### config.mk
export PLATFORM = sky130hd
export DESIGN_NAME = spi_flash_writer
export DESIGN_NICKNAME = d
export VERILOG_FILES = /design/src/rtl/spi_flash_writer.sv
export SDC_FILE = /design/constraint.sdc
export NUM_CORES = 1
export LEC_CHECK = 0
export CAP_MARGIN = 20
export CORE_UTILIZATION = 29
export CTS_CLUSTER_DIAMETER = 80
export CTS_CLUSTER_SIZE = 10
export DETAILED_ROUTE_END_ITERATION = 7
export PLACE_DENSITY = 0.48
export SETUP_SLACK_MARGIN = 0.15
export SLEW_MARGIN = 20
export SYNTH_ARGS = -nofsm -noshare
export SYNTH_HDL_FRONTEND = slang
export SYNTH_SLANG_ARGS = --single-unit
### constraint.sdc
create_clock -name clk -period 2.4 [get_ports clk]
set_input_delay 0.48 -clock clk [delete_from_list [all_inputs] [get_ports clk]]
set_output_delay 0.48 -clock clk [all_outputs]
set_load 0.005 [all_outputs]
### src/rtl/spi_flash_writer.sv
// spi_flash_writer: drives WREN, sector-erase / page-program and status polling through a byte-level SPI controller.
// Latency: first byte is strobed 1 cycle after cmd_strobe; each later byte 1 cycle after the previous exchange (or payload handshake).
// Backpressure: one payload byte in flight via wr_valid/wr_ready, CS held while starved; poll timeout enabled by SPI_FLASH_POLL_TIMEOUT_EN.
module spi_flash_writer #(
    parameter int GAP_CYCLES = 8,
    parameter int POLL_LIMIT = 65535
) (
    input  logic        clk,
    input  logic        reset,
    input  logic        cmd_strobe,
    input  logic        cmd_op,
    input  logic [23:0] cmd_addr,
    input  logic [7:0]  cmd_len,
    input  logic [7:0]  wr_data,
    input  logic        wr_valid,
    output logic        wr_ready,
    output logic        busy,
    output logic        done,
    output logic        error,
    output logic [7:0]  status,
    output logic        spi_enable,
    output logic        spi_tx_strobe,
    output logic [7:0]  spi_tx_data,
    input  logic        spi_tx_ready,
    input  logic        spi_rx_strobe,
    input  logic [7:0]  spi_rx_data
);

    typedef enum logic [3:0] {
        S_IDLE, S_WREN, S_GAP1, S_CMD, S_ADDR, S_DATA, S_GAP2, S_POLL, S_DONE
    } state_t;

    localparam int GW = (GAP_CYCLES > 1) ? $clog2(GAP_CYCLES) : 1;
    localparam logic [GW-1:0] GAP_LAST = GW'(GAP_CYCLES - 1);
`ifdef SPI_FLASH_POLL_TIMEOUT_EN
    localparam logic [15:0] POLL_LAST = 16'(POLL_LIMIT - 1);
`endif

    state_t        state_q, state_d;
    logic          op_q, op_d;
    logic [23:0]   addr_q, addr_d;
    logic [7:0]    len_q, len_d;
    logic [1:0]    addr_cnt_q, addr_cnt_d;
    logic [8:0]    data_cnt_q, data_cnt_d;
    logic [GW-1:0] gap_cnt_q, gap_cnt_d;
    logic          poll_first_q, poll_first_d;
`ifdef SPI_FLASH_POLL_TIMEOUT_EN
    logic [15:0]   poll_cnt_q, poll_cnt_d;
`endif
    logic          spi_enable_q, spi_enable_d;
    logic          tx_strobe_q, tx_strobe_d;
    logic [7:0]    tx_data_q, tx_data_d;
    logic          wr_ready_q, wr_ready_d;
    logic          busy_q, busy_d;
    logic          done_q, done_d;
    logic          error_q, error_d;
    logic [7:0]    status_q, status_d;

    assign spi_enable    = spi_enable_q;
    assign spi_tx_strobe = tx_strobe_q;
    assign spi_tx_data   = tx_data_q;
    assign wr_ready      = wr_ready_q;
    assign busy          = busy_q;
    assign done          = done_q;
    assign error         = error_q;
    assign status        = status_q;

    // Next-state and next-output logic for the command sequence.
    always_comb begin
        state_d      = state_q;
        op_d         = op_q;
        addr_d       = addr_q;
        len_d        = len_q;
        addr_cnt_d   = addr_cnt_q;
        data_cnt_d   = data_cnt_q;
        gap_cnt_d    = gap_cnt_q;
        poll_first_d = poll_first_q;
`ifdef SPI_FLASH_POLL_TIMEOUT_EN
        poll_cnt_d   = poll_cnt_q;
`endif
        spi_enable_d = spi_enable_q;
        tx_strobe_d  = 1'b0;
        tx_data_d    = tx_data_q;
        wr_ready_d   = wr_ready_q;
        busy_d       = busy_q;
        done_d       = 1'b0;
        error_d      = error_q;
        status_d     = status_q;

        case (state_q)
            S_IDLE: begin
                // done_q high means the previous op completes this very cycle; do not restart on it.
                if (cmd_strobe && spi_tx_ready && !done_q) begin
                    op_d         = cmd_op;
                    addr_d       = cmd_addr;
                    len_d        = cmd_len;
                    error_d      = 1'b0;
                    busy_d       = 1'b1;
                    spi_enable_d = 1'b1;
                    tx_strobe_d  = 1'b1;
                    tx_data_d    = 8'h06;
                    state_d      = S_WREN;
                end
            end
            S_WREN: begin
                if (spi_rx_strobe) begin
                    spi_enable_d = 1'b0;
                    gap_cnt_d    = '0;
                    state_d      = S_GAP1;
                end
            end
            S_GAP1, S_GAP2: begin
                if (gap_cnt_q == GAP_LAST) begin
                    spi_enable_d = 1'b1;
                    tx_strobe_d  = 1'b1;
                    if (state_q == S_GAP1) begin
                        tx_data_d = op_q ? 8'h02 : 8'h20;
                        state_d   = S_CMD;
                    end else begin
                        tx_data_d    = 8'h05;
                        poll_first_d = 1'b1;
`ifdef SPI_FLASH_POLL_TIMEOUT_EN
                        poll_cnt_d   = '0;
`endif
                        state_d      = S_POLL;
                    end
                end else begin
                    gap_cnt_d = gap_cnt_q + 1'b1;
                end
            end
            S_CMD: begin
                if (spi_rx_strobe) begin
                    tx_strobe_d = 1'b1;
                    tx_data_d   = addr_q[23:16];
                    addr_cnt_d  = 2'd0;
                    state_d     = S_ADDR;
                end
            end
            S_ADDR: begin
                if (spi_rx_strobe) begin
                    if (addr_cnt_q == 2'd2) begin
                        if (op_q) begin
                            wr_ready_d = 1'b1;
                            data_cnt_d = '0;
                            state_d    = S_DATA;
                        end else begin
                            spi_enable_d = 1'b0;
                            gap_cnt_d    = '0;
                            state_d      = S_GAP2;
                        end
                    end else begin
                        addr_cnt_d  = addr_cnt_q + 2'd1;
                        tx_strobe_d = 1'b1;
                        tx_data_d   = (addr_cnt_q == 2'd0) ? addr_q[15:8] : addr_q[7:0];
                    end
                end
            end
            S_DATA: begin
                // wr_ready low means a payload byte is in flight on the SPI side.
                if (wr_ready_q) begin
                    if (wr_valid) begin
                        wr_ready_d  = 1'b0;
                        tx_strobe_d = 1'b1;
                        tx_data_d   = wr_data;
                    end
                end else if (spi_rx_strobe) begin
                    data_cnt_d = data_cnt_q + 9'd1;
                    if (data_cnt_q == {1'b0, len_q}) begin
                        spi_enable_d = 1'b0;
                        gap_cnt_d    = '0;
                        state_d      = S_GAP2;
                    end else begin
                        wr_ready_d = 1'b1;
                    end
                end
            end
            S_POLL: begin
                if (spi_rx_strobe) begin
                    if (poll_first_q) begin
                        poll_first_d = 1'b0;
                        tx_strobe_d  = 1'b1;
                        tx_data_d    = 8'h00;
                    end else begin
                        status_d = spi_rx_data;
                        if (!spi_rx_data[0]) begin
                            spi_enable_d = 1'b0;
                            state_d      = S_DONE;
                        end else begin
`ifdef SPI_FLASH_POLL_TIMEOUT_EN
                            if (poll_cnt_q == POLL_LAST) begin
                                spi_enable_d = 1'b0;
                                error_d      = 1'b1;
                                state_d      = S_DONE;
                            end else begin
                                poll_cnt_d  = poll_cnt_q + 16'd1;
                                tx_strobe_d = 1'b1;
                                tx_data_d   = 8'h00;
                            end
`else
                            tx_strobe_d = 1'b1;
                            tx_data_d   = 8'h00;
`endif
                        end
                    end
                end
            end
            S_DONE: begin
                done_d  = 1'b1;
                busy_d  = 1'b0;
                state_d = S_IDLE;
            end
            default: state_d = S_IDLE;
        endcase
    end

    // State and output registers with synchronous reset.
    always_ff @(posedge clk) begin
        if (reset) begin
            state_q      <= S_IDLE;
            op_q         <= 1'b0;
            addr_q       <= '0;
            len_q        <= '0;
            addr_cnt_q   <= '0;
            data_cnt_q   <= '0;
            gap_cnt_q    <= '0;
            poll_first_q <= 1'b0;
`ifdef SPI_FLASH_POLL_TIMEOUT_EN
            poll_cnt_q   <= '0;
`endif
            spi_enable_q <= 1'b0;
            tx_strobe_q  <= 1'b0;
            tx_data_q    <= '0;
            wr_ready_q   <= 1'b0;
            busy_q       <= 1'b0;
            done_q       <= 1'b0;
            error_q      <= 1'b0;
            status_q     <= '0;
        end else begin
            state_q      <= state_d;
            op_q         <= op_d;
            addr_q       <= addr_d;
            len_q        <= len_d;
            addr_cnt_q   <= addr_cnt_d;
            data_cnt_q   <= data_cnt_d;
            gap_cnt_q    <= gap_cnt_d;
            poll_first_q <= poll_first_d;
`ifdef SPI_FLASH_POLL_TIMEOUT_EN
            poll_cnt_q   <= poll_cnt_d;
`endif
            spi_enable_q <= spi_enable_d;
            tx_strobe_q  <= tx_strobe_d;
            tx_data_q    <= tx_data_d;
            wr_ready_q   <= wr_ready_d;
            busy_q       <= busy_d;
            done_q       <= done_d;
            error_q      <= error_d;
            status_q     <= status_d;
        end
    end

endmodule
# After elaboration in Yosys (flattened, before gate mapping)
# Cells that the tools add are included.
dict set report totals {
  reg_bits 73
  inputBits 55
  output_inout_bits 22
  word_cells 159
}
dict set report classes {
  n_addsub 3
  n_eq_ne 31
  n_reduce_logical 24
  n_mux 85
  bitwise 1
}
# cell count
set ops {}
lappend ops {{2-to-1 mux 8 bit} 11}
lappend ops {{2-to-1 mux 4 bit} 12}
lappend ops {{one-hot mux 8 bit (6 select lines)} 1}
lappend ops {{2-to-1 mux 9 bit} 5}
lappend ops {{inequality test 2 bit (second input constant)} 19}
lappend ops {{2-to-1 mux 1 bit} 32}
lappend ops {{one-hot mux 4 bit (7 select lines)} 1}
lappend ops {{2-to-1 mux 3 bit} 9}
lappend ops {{one-hot mux 9 bit (2 select lines)} 1}
lappend ops {{equality test 4 x 3 -> 1 bit (second input constant)} 4}
lappend ops {{AND reduction 13 bit} 1}
lappend ops {{2-to-1 mux 6 bit} 2}
lappend ops {{one-hot mux 1 bit (6 select lines)} 2}
lappend ops {{one-hot mux 3 bit (4 select lines)} 1}
lappend ops {{AND reduction 12 bit} 1}
lappend ops {{AND reduction 4 bit} 3}
lappend ops {{nonzero test 6 bit} 2}
lappend ops {{AND reduction 10 bit} 1}
lappend ops {{adder 9 x 1 -> 9 bit (second input constant)} 1}
lappend ops {{equality test 9 x 8 -> 1 bit} 1}
lappend ops {{AND reduction 9 bit} 1}
lappend ops {{equality test 4 x 2 -> 1 bit (second input constant)} 2}
lappend ops {{2-to-1 mux 2 bit} 4}
lappend ops {{nonzero test 2 bit} 4}
lappend ops {{other kinds (19)} 23}

# Depth between registers and ports, before layout
dict set report logic_depth {
  word_depth 5
  depth_mapped 8
  ltp_nobuf 7
}

# Least setup slack after synthesis
# No wires, ideal clock.
dict set report synth_timing {
  path_type {flip-flop to flip-flop}
  start {reg addr_cnt_q[0]}
  end {reg state_q[1]}
  path_stages_with_launch 9
  arrival_time_ps 1958
  slack_ps 342
  setup_time_ps 100
  synth_period_minus_slack_ps 2058
  path_cell_list {dfxtp_1 > inv_1 > ha_1 > clkbuf_2 > o21ai_0 > a2bb2oi_1 > nor3_1 > or4_4 > a2111oi_4}
}
dict set report synth_via {
  elab_chain_cells 3
}
# item line_no
set synth_rtl {}
lappend synth_rtl {{from (decl)} 43} ;# logic [1:0] addr_cnt_q, addr_cnt_d;
lappend synth_rtl {{from (signal assigned)} 243} ;# addr_cnt_q <= addr_cnt_d;
lappend synth_rtl {{equality test 2 bit} 141} ;# if (addr_cnt_q == 2'd2) begin
lappend synth_rtl {{inequality test 2 bit (no line)} --}
lappend synth_rtl {{AND reduction 12 bit (no line)} --}
lappend synth_rtl {{to (signal assigned)} 239} ;# state_q <= state_d;
lappend synth_rtl {{to (decl)} 39} ;# state_t state_q, state_d;
# No other way between the ends.
# A chain may end at the register's enable or synchronous reset.

# Final worst setup path
dict set report layout_timing {
  start {reg state_q[3]}
  end {reg state_q[1]}
}
dict set report layout_via {
  elab_chain_cells 4
  elab_cells_between_ends 23
}
# item line_no
set layout_rtl {}
lappend layout_rtl {{equality test 4 x 2 -> 1 bit or equality test 4 x 3 -> 1 bit (tied branches)} 90} ;# case (state_q)
lappend layout_rtl {{OR reduction 2 bit} 90}
lappend layout_rtl {{inequality test 2 bit (no line)} --}
lappend layout_rtl {{AND reduction 12 bit (no line)} --}
# Several ways; a longest one is shown, not always the timed one.

==> results.md <==
* WS Path Type: flip-flop to flip-flop
* Leakage power at 1.88 nW
* Crit Path Max Fanout at 9
* First-pass GRT wire length at 16,900 um
* CTS buffer count at 9
* Grt peak-use layer: met2
* Final wirelength at 10,500 um
* Clk pin slew, worst setup/hold paths at 60 ps
* Post-synthesis mux area share at 5.41%
* Net Count, Synth at 486
* Worst R2R Start: state_q[3]$_SDFFE_PP0P_
* Met2 Use GR at 28.4%
* Cell Area, Placed at 0.00468 mm2
* Final Wtd Congestion at 0.865
* Core area at 0.0120 mm2
* Final setup violating endpoints at 0
* Initial antenna violation count at 0
* Clock Path Buffers at 2
* Layout net count at 578
* Post-Synth XOR/XNOR Area at 3.20%
* Slowest library cell on the worst path: dfxtp_1
* Main synth FF type: dfxtp_1
* Critical path capture point type: flip-flop
* Post-synthesis compound-gate area fraction at 20.8%
* Met3 Use GR at 4.07%
* Max-slew headroom at 63.1%
* Simple-gate share of the synthesized area at 22.8%
* Dpl hpwl at 7560 um
* Post-synthesis area per instance at 8.35 um2
* Final Max Slew Viols at 0
* PortBufs at 75
* Fin util at 42.1%
* Most frequent cells in the layout: nand2_1, clkdlybuf4s50_1, dfxtp_1, a21oi_1, buf_4
* Vias per cell at 5.05
* CP max stage delay at 580 ps
* Synth Warn # at 0
* Skew final at 11.0 ps
* MaxCap Viol Count at 0
* Worst EP arrival at 2360 ps
* Outcome: completed
* Achievable Freq at 469 MHz
* R2R depth at 6
* Vias in the first global route at 3,365
* Hold Path Class: flip-flop to flip-flop
* Chip height at 113 um
* Initial Util at 29.7%
* Num ports at 77
* Total grt overflow at 0
* CTS HTree Levels at 3
* Ratio of cells with drive above 1 in the final layout at 13.8%
* Die span in x at 113 um
* Most common cell after layout, fill and taps aside: nand2_1
* Worst Slack Setup Final at 269 ps
* Post-route cell area at 0.00503 mm2
* Clk root buf: clkbuf_16
* Cell count after synthesis at 426
* Sw frac at 29.0%
* Synth Register Bits at 73
* FF-to-FF setup slack at 270 ps
* Post-Synth Adder-Cell Area at 1.76%
* Post-CTS Setup Repair Bufs at 0
* Mean routed wirelength per cell at 15.7 um
* Critical path startpoint: state_q[3]$_SDFFE_PP0P_
* Power Internal at 2.79 mW
* Antenna violation net count after detailed routing at 0
* Asr flop ratio synth at 0%
* Period utilization at 88.8%
* Place WS at -168 ps
* Antenna Cells at 0
* Row Count at 40
* Area Overhead vs Synth at 41.4%
* Worst setup SP type: flip-flop
* DR vias at 3,386
* Final Hold Vio Count at 0
* Library cells used by synthesis at 64
* CTS tree: done
* Largest family of logic cells by synthesized area: simple AND/OR/NAND/NOR gates
* Clock sink total at 73
* Largest net degree at the start of global routing at 34
* Setup tns final at 0 ps
* EDFF count, synth at 0
* Worst IR Drop VDD at 0.000360 V
* DR iter-0 viols at 183
* Drt drc at 0
* Die area at 0.0127 mm2
* Worst min-delay path startpoint: addr_q[20]$_SDFFE_PP0P_
* Cts hold-fix bufs at 0
* Post-Syn Area at 0.00356 mm2
* Clock Power Share at 38.6%
* Hold Crit Depth at 2
* Critical path cell sequence: buf_4 -> nand4b_1 -> a21o_1 -> o211ai_2 -> or4_4 -> a2111oi_4
* P_sw at 1.14 mW
* Drt pass-1 iters at 5
* Sequential share of power at 36.3%
* Worst-margin pin slew at 550 ps
* Total track usage at 17.1%
* Register area share after synthesis at 41.1%
* WP data required at 2620 ps
* GR Layer Usage met1 at 21.8%
* Unrepaired setup endpoints after global routing: false
* Cell Pwr Density at 780 mW/mm2
* Worst-Skew Late Latency at 340 ps
* Comb power frac at 25.1%
* Tmin final at 2130 ps
## power groups by stage
| stage | sequential (mW) | clock (mW) | combinational, mW |
|---|---|---|---|
| after floorplan | 1.40 | 0 | 0.539 |
| after global routing | 1.44 | 1.61 | 1.07 |
| final | 1.43 | 1.51 | 0.985 |
| after CTS | 1.42 | 1.55 | 0.988 |
| after detailed placement | 1.45 | 0 | 0.973 |
| after global placement | 1.45 | 0 | 0.969 |
## per-stage QoR
| step | instances | hold WS, ps | power [mW] |
|---|---|---|---|
| detailed placement | 654 | 446 | 2.42 |
| finish | 670 | 455 | 3.93 |
| CTS | 670 | 456 | 3.96 |
| global route | 670 | 477 | 4.12 |
| global placement | 654 | 441 | 2.42 |
| floorplan | 426 | 433 | 1.94 |
## worst paths after layout
path | to
setup reg to reg | state_q[1]$_SDFFE_PP0P_
hold reg to reg | addr_q[20]$_SDFFE_PP0P_
hold / removal | addr_q[20]$_SDFFE_PP0P_
setup / recovery | state_q[1]$_SDFFE_PP0P_
## critical path: cells and delay by family (launching register included)
| kind | cells | cell delay, ps |
|---|---|---|
| simple gates | 2 | 650 |
| flops | 1 | 580 |
| compound gates | 3 | 570 |
| buf+inv | 1 | 230 |
## logic make-up (layout without fill, tap and decap cells)
logic type / after synthesis / in the layout
AND/OR/NAND/NOR: 164 / 164
AO/OA/AOI/OAI: 110 / 110
flip-flops: 73 / 73
buffers and inverters: 41 / 138
multiplexers: 19 / 19
XOR/XNOR: 13 / 13
adder cells (fa/ha/maj): 5 / 5
other: 1 / 1
## registers in the layout (all words and copies together) (netlist names)
register / flops
addr_q: 24
wr_ready: 1
spi_tx_strobe: 1
gap_cnt_q: 3
spi_enable: 1
op_q: 1
state_q: 4
busy: 1
data_cnt_q: 9
spi_tx_data: 8
done: 1
poll_first_q: 1
len_q: 8
addr_cnt_q: 2
status: 8
## repair_timing
| item | in CTS | in global routing |
|---|---|---|
| endpoints found under the setup margin | 1 | 17 |
| resized for setup | 1 | 5 |
| pin swaps | 0 | 0 |
## metal layers
| metal | up-vias | share of wire (%) |
|---|---|---|
| met1 | 1587 | 47 |
| met3 | 14 | 4.2 |
| met5 | - | 0 |
| li1 | 1694 | - |
| met4 | 0 | 1.8 |
| met2 | 91 | 47 |
## cell usage after synthesis (4+ instances only)
cell type / number / area (um2)
nand2_1: 82 / 308
dfxtp_1: 73 / 1460
a21oi_1: 50 / 250
nor2_1: 30 / 113
clkbuf_1: 19 / 71.3
mux2i_1: 17 / 170
o21ai_0: 14 / 70.1
xor2_1: 9 / 78.8
buf_2: 8 / 40.0
inv_1: 7 / 26.3
nand3_1: 7 / 35.0
o32ai_1: 7 / 61.3
nor3_1: 6 / 30.0
a221oi_1: 5 / 43.8
ha_1: 5 / 62.6
nor2b_1: 5 / 31.3
nor4_1: 5 / 31.3
and3_1: 4 / 25.0
xnor2_1: 4 / 35.0
## cell type report
| class | count | area, um2 |
|---|---|---|
| sequential | 73 | 1460 |
| fill | 1215 | 6930 |
| clock inverter | 6 | 97.6 |
| tap | 147 | 184 |
| inverter | 11 | 41.3 |
| clock buffer | 10 | 239 |
| timing repair buffer | 111 | 1070 |
| multi-input combinational | 312 | 1940 |
(Power assumes the default switching activity.)
